==> src/rtl/deserializador_fifo.sv <==
// Serial-to-parallel receiver with a DEPTH-word FIFO and ack-edge popping.
// Optional macro DESER_PARITY_EN appends an even-parity bit to every frame.
module deserializador_fifo #(
  parameter int unsigned WIDTH     = 8,
  parameter int unsigned DEPTH     = 4,
  parameter int unsigned MSB_FIRST = 1
) (
  input  logic                           clk_100KHz,
  input  logic                           reset,
  input  logic                           data_in,
  input  logic                           write_in,
  input  logic                           ack_in,
  input  logic                           flush,
  output logic                           status_out,
  output logic [WIDTH-1:0]               data_out,
  output logic                           data_ready,
  output logic [$clog2(DEPTH+1)-1:0]     fill_level,
  output logic                           parity_err
);

  localparam int unsigned PTR_W = $clog2(DEPTH);
  localparam int unsigned FILL_W = $clog2(DEPTH + 1);
`ifdef DESER_PARITY_EN
  localparam int unsigned LAST_CNT = WIDTH;
`else
  localparam int unsigned LAST_CNT = WIDTH - 1;
`endif
  localparam int unsigned CNT_W = $clog2(LAST_CNT + 1);

  logic [WIDTH-1:0]  sreg_q, sreg_d, shifted, word;
  logic [CNT_W-1:0]  cnt_q, cnt_d;
  logic [PTR_W-1:0]  wr_ptr_q, wr_ptr_d, rd_ptr_q, rd_ptr_d;
  logic [FILL_W-1:0] fill_q, fill_d;
  logic              ack_q, ack_d;
  logic [WIDTH-1:0]  mem_q [DEPTH];
  logic [WIDTH-1:0]  mem_d [DEPTH];
  logic              full, accept, push, pop;
`ifdef DESER_PARITY_EN
  logic              err_q, err_d;
`endif

  assign full    = (fill_q == FILL_W'(DEPTH));
  assign accept  = write_in & ~full;
  assign pop     = ack_in & ~ack_q & (fill_q != '0);
  assign shifted = (MSB_FIRST != 0) ? {sreg_q[WIDTH-2:0], data_in}
                                    : {data_in, sreg_q[WIDTH-1:1]};

  // Frame assembly, FIFO push/pop and flush; flush overrides everything.
  always_comb begin
    sreg_d   = sreg_q;
    cnt_d    = cnt_q;
    wr_ptr_d = wr_ptr_q;
    rd_ptr_d = rd_ptr_q;
    fill_d   = fill_q;
    ack_d    = ack_in;
    mem_d    = mem_q;
    push     = 1'b0;
    word     = shifted;
`ifdef DESER_PARITY_EN
    err_d    = 1'b0;
`endif

    if (accept) begin
      if (cnt_q == CNT_W'(LAST_CNT)) begin
        cnt_d = '0;
`ifdef DESER_PARITY_EN
        // Parity bit: data already complete in sreg_q, no shift.
        word = sreg_q;
        if (^{sreg_q, data_in}) err_d = 1'b1;
        else                    push  = 1'b1;
`else
        sreg_d = shifted;
        push   = 1'b1;
`endif
      end else begin
        cnt_d  = cnt_q + CNT_W'(1);
        sreg_d = shifted;
      end
    end

    if (push) begin
      mem_d[wr_ptr_q] = word;
      wr_ptr_d        = wr_ptr_q + PTR_W'(1);
    end
    if (pop) rd_ptr_d = rd_ptr_q + PTR_W'(1);

    if (push && !pop)      fill_d = fill_q + FILL_W'(1);
    else if (pop && !push) fill_d = fill_q - FILL_W'(1);

    if (flush) begin
      sreg_d   = '0;
      cnt_d    = '0;
      wr_ptr_d = '0;
      rd_ptr_d = '0;
      fill_d   = '0;
      mem_d    = mem_q;
`ifdef DESER_PARITY_EN
      err_d    = 1'b0;
`endif
    end
  end

  always_ff @(posedge clk_100KHz or negedge reset) begin
    if (!reset) begin
      sreg_q   <= '0;
      cnt_q    <= '0;
      wr_ptr_q <= '0;
      rd_ptr_q <= '0;
      fill_q   <= '0;
      ack_q    <= 1'b0;
      mem_q    <= '{default: '0};
    end else begin
      sreg_q   <= sreg_d;
      cnt_q    <= cnt_d;
      wr_ptr_q <= wr_ptr_d;
      rd_ptr_q <= rd_ptr_d;
      fill_q   <= fill_d;
      ack_q    <= ack_d;
      mem_q    <= mem_d;
    end
  end

`ifdef DESER_PARITY_EN
  always_ff @(posedge clk_100KHz or negedge reset) begin
    if (!reset) err_q <= 1'b0;
    else        err_q <= err_d;
  end
  assign parity_err = err_q;
`else
  assign parity_err = 1'b0;
`endif

  assign status_out = full;
  assign data_ready = (fill_q != '0);
  assign data_out   = data_ready ? mem_q[rd_ptr_q] : '0;
  assign fill_level = fill_q;

endmodule

==> config.mk <==
export PLATFORM = sky130hd
export DESIGN_NAME = deserializador_fifo
export DESIGN_NICKNAME = d
export VERILOG_FILES = /design/src/rtl/deserializador_fifo.sv
export SDC_FILE = /design/constraint.sdc
export NUM_CORES = 1
export LEC_CHECK = 0
export ABC_CLOCK_PERIOD_IN_PS = 3550
export BUFFER_PORTS_ARGS = -buffer_cell sky130_fd_sc_hd__buf_4
export CORE_ASPECT_RATIO = 1.4
export CORE_MARGIN = 10
export CORE_UTILIZATION = 28
export CTS_BUF_LIST = sky130_fd_sc_hd__clkbuf_16
export CTS_CLUSTER_DIAMETER = 80
export DETAILED_ROUTE_END_ITERATION = 10
export PLACE_DENSITY = 0.54
export SYNTH_ARGS = -nofsm -noshare
export SYNTH_HDL_FRONTEND = slang
export SYNTH_SLANG_ARGS = --single-unit
export TNS_END_PERCENT = 20
==> constraint.sdc <==
create_clock -name clk_100KHz -period 3.55 [get_ports clk_100KHz]
set_input_delay 0.71 -clock clk_100KHz [delete_from_list [all_inputs] [get_ports clk_100KHz]]
set_output_delay 0.71 -clock clk_100KHz [all_outputs]
set_load 0.03 [all_outputs]
==> flow_summary_export.csv <==
group,metric,value,unit
pwr,powerDensity,387,mW/mm^2
sta,maxSlewHeadroom,57.1,%
yosys,yosysUniqueCellTypes,29,
placed_design,gp_congestion,0.735,
floorplan,start_util,28.5,%
worst_setup_path,rr_worst_depth,7,
global_route,grt_max_degree,51,
global_route,antenna_found_initial,0,
layout,drive_gt1_share,37.5,%
worst_setup_path,cp.required,2.84,ns
clock_tree,post_cts_buffers,0,
pwr,power_switching,0.239,mW
hold_path,hold_path_class,"in -> async",
pwr,pwr-share-seq,53.4,%
layout,final_util,32.7,%
yosys,synth-seq-cells,50,
clock_tree,clockBufferDepth,2,
yosys,synth_ff_type,"dfrtp_1",
sta,rsz0062_at_grt,"false",
worst_setup_path,max_stage_delay,0.75,ns
clock_tree,htreeDepth,2,
yosys,synth_top_area_cell,"dfrtp_1",
status,status,"completed",
yosys,synth.avg_cell_area,13.1,um^2
sta,setup_viol,0,
sta,hold_slack,0.453,ns
clock_tree,path_clk_slew,0.06,ns
sta,fin_ws,0.890,ns
yosys,yosys.area.top_type_share,51.3,%
clock_tree,cts-hold-fix-buffers,0,
worst_setup_path,worstReg2RegStart,"fill_level[0]",
yosys,netlist_area,0.00244,mm^2
worst_setup_path,critPathKind,"reg -> out",
clock_tree,clk_latency,0.28,ns
flow_run,cap_violations,0,
layout,n_antenna_cell,0,
pwr,ir_worst_vdd,0.000222,V
floorplan,ios,20,
yosys,synth-edff-count,0,
pwr,combPwrFrac,3.3,%
floorplan,chipHeight,130,um
sta,min_period,2.66,ns
sta,fin_skew,0.00548,ns
global_route,grt_pass1_vias,1534,
route,drt_iter0_drc,78,
clock_tree,cts_buffers,5,
yosys,synth_area_leaders,"dfrtp_1, mux2_2, mux4_2",
worst_setup_path,rrSetupSlack,1.02,ns
route,ant_nets,0,
pwr,internal_power,0.843,mW
pwr,switching_share,22.1,%
sta,maxSlewViolCount,0,
pwr,p_leak,1.32,nW
clock_tree,ctsResizeCount,0,
placed_design,dpl_worst_slack,0.971,ns
worst_setup_path,path_cells,"mux4_2 > and2_1 > buf_4",
global_route,grtUsageTotal,7.56,%
placed_design,post-dp-hpwl,3220,um
worst_setup_path,crit_slowest_cell,"dfrtp_1",
clock_tree,cts_tree,"done",
route,drc_errors,0,
clock_tree,clock_sinks,50,
yosys,syn_nets,199,
layout,fin_nets,212,
route,first_pass_iters,4,
worst_setup_path,endpoint_kind,"output port",
yosys,ys_async_sr_fraction,100,%
route,routed-via-count,1410,
clock_tree,ctsRootBufferMaster,"clkbuf_16",
sta,setup_tns,0,ns
route,avgRoutedWirePerCell,15.4,um
floorplan,fp.dieW,98.9,um
floorplan,fp-row-count,40,
sta,hold_violations,0,
sta,timing.fmax,376,MHz
yosys,synthTopCellsByCount,"dfrtp_1, mux2_2, nand2_1",
worst_setup_path,crit_path_start,"rd_ptr_q[0]",
worst_setup_path,cp-start-kind,"register",
global_route,overflow,0,
layout,syn_to_final_growth,14.7,%
floorplan,coreArea,0.00856,mm^2
yosys,synth_most_common_cell,"dfrtp_1",
worst_setup_path,worstPathMaxFanout,10,
floorplan,die_area,0.0129,mm^2
yosys,ys_seq_area_share,51.3,%
route,vias_per_cell,4.62,
global_route,grt_pass1_wl,7830,um
placed_design,place_area,0.00265,mm^2
yosys,syn_inst,186,
layout,finalInstanceArea,0.00280,mm^2
pwr,clkPwrFrac,43.4,%
yosys,ys.warnings.count,0,
sta,fin_crit_sh,74.9,%
route,wl,4710,um
placed_design,io_buffers,18,
worst_setup_path,cp.arrival,1.95,ns
sta,tightest_slew,0.644,ns
-- final cells by class --
type / instances / area, um^2
tap: 105 / 131
inverter: 5 / 18.8
fill: 836 / 5760
timing repair buffer: 18 / 135
multi-input combinational: 119 / 1110
clock buffer: 5 / 125
sequential: 50 / 1250
clock inverter: 3 / 21.3
-- power by group through the flow --
stage / registers (mW) / clock network [mW] / logic, mW
4_1_cts: 0.577 / 0.481 / 0.0369
3_3_place_gp: 0.588 / 0 / 0.0370
5_1_grt: 0.578 / 0.510 / 0.0415
3_5_place_dp: 0.588 / 0 / 0.0369
6_report: 0.577 / 0.469 / 0.0355
2_1_floorplan: 0.587 / 0 / 0.0182
-- cell usage in the layout (no fill, tap or decap), types with 2 or more instances in the layout --
| cell type | n |
|---|---|
| nand3_1 | 9 |
| and2_1 | 8 |
| mux2_2 | 35 |
| a21oi_1 | 10 |
| ha_1 | 6 |
| nand2_1 | 11 |
| mux4_2 | 8 |
| nor2b_1 | 2 |
| buf_4 | 18 |
| or3_1 | 2 |
| clkbuf_16 | 5 |
| xnor2_1 | 2 |
| nor3b_4 | 4 |
| dfrtp_1 | 50 |
| nor2_1 | 10 |
| inv_1 | 5 |
| nand4b_1 | 2 |
-- worst max-delay path, delay by kind of cell, from the launching register on --
kind                   cells  cell delay, ns
buffers and inverters      1            0.16
and+or+nand+nor            1            0.17
DFF                        1            0.75
muxes                      1            0.57
-- per-layer routing --
layer  vias up  global-route usage, %  part of all wire, %
li1        671                      -                    -
met1       719                   8.52                   44
met2        18                   13.1                   52
met3         2                   1.63                  3.0
met4         0                   3.89                  1.2
met5         -                      0                    0
-- logic make-up after synthesis --
| logic type | Yosys count | share of synthesized area (%) |
|---|---|---|
| simple gates | 52 | 13.5 |
| flops | 50 | 51.3 |
| mux | 44 | 23.9 |
| buf+inv | 17 | 3.03 |
| compound gates | 11 | 2.41 |
| fa+ha+maj | 7 | 3.90 |
| xor+xnor | 4 | 1.74 |
| other cells | 1 | 0.154 |
-- registers in the layout, summed over array words and instances (netlist names) --
register / count
sreg_q: 7
cnt_q: 3
wr_ptr_q: 2
rd_ptr_q: 2
mem_q: 32
fill_level: 3
ack_q: 1
-- path summary, 6_finish.rpt --
check	to
worst max-delay path	data_out[3]
worst min-delay path	mem_q[16]
worst max register to register	fill_level[2]
worst min register to register	mem_q[0]
max in group asynchronous	cnt_q[0]
min in group clk_100KHz	mem_q[0]
-- stage by stage --
stage                     power, mW  std cells
after global placement        0.625        297
after floorplan               0.605        186
after detailed placement      0.625        297
after global routing           1.13        305
final                          1.08        305
after CTS                      1.10        305
Note: power is estimated with default switching activity, not from simulation.
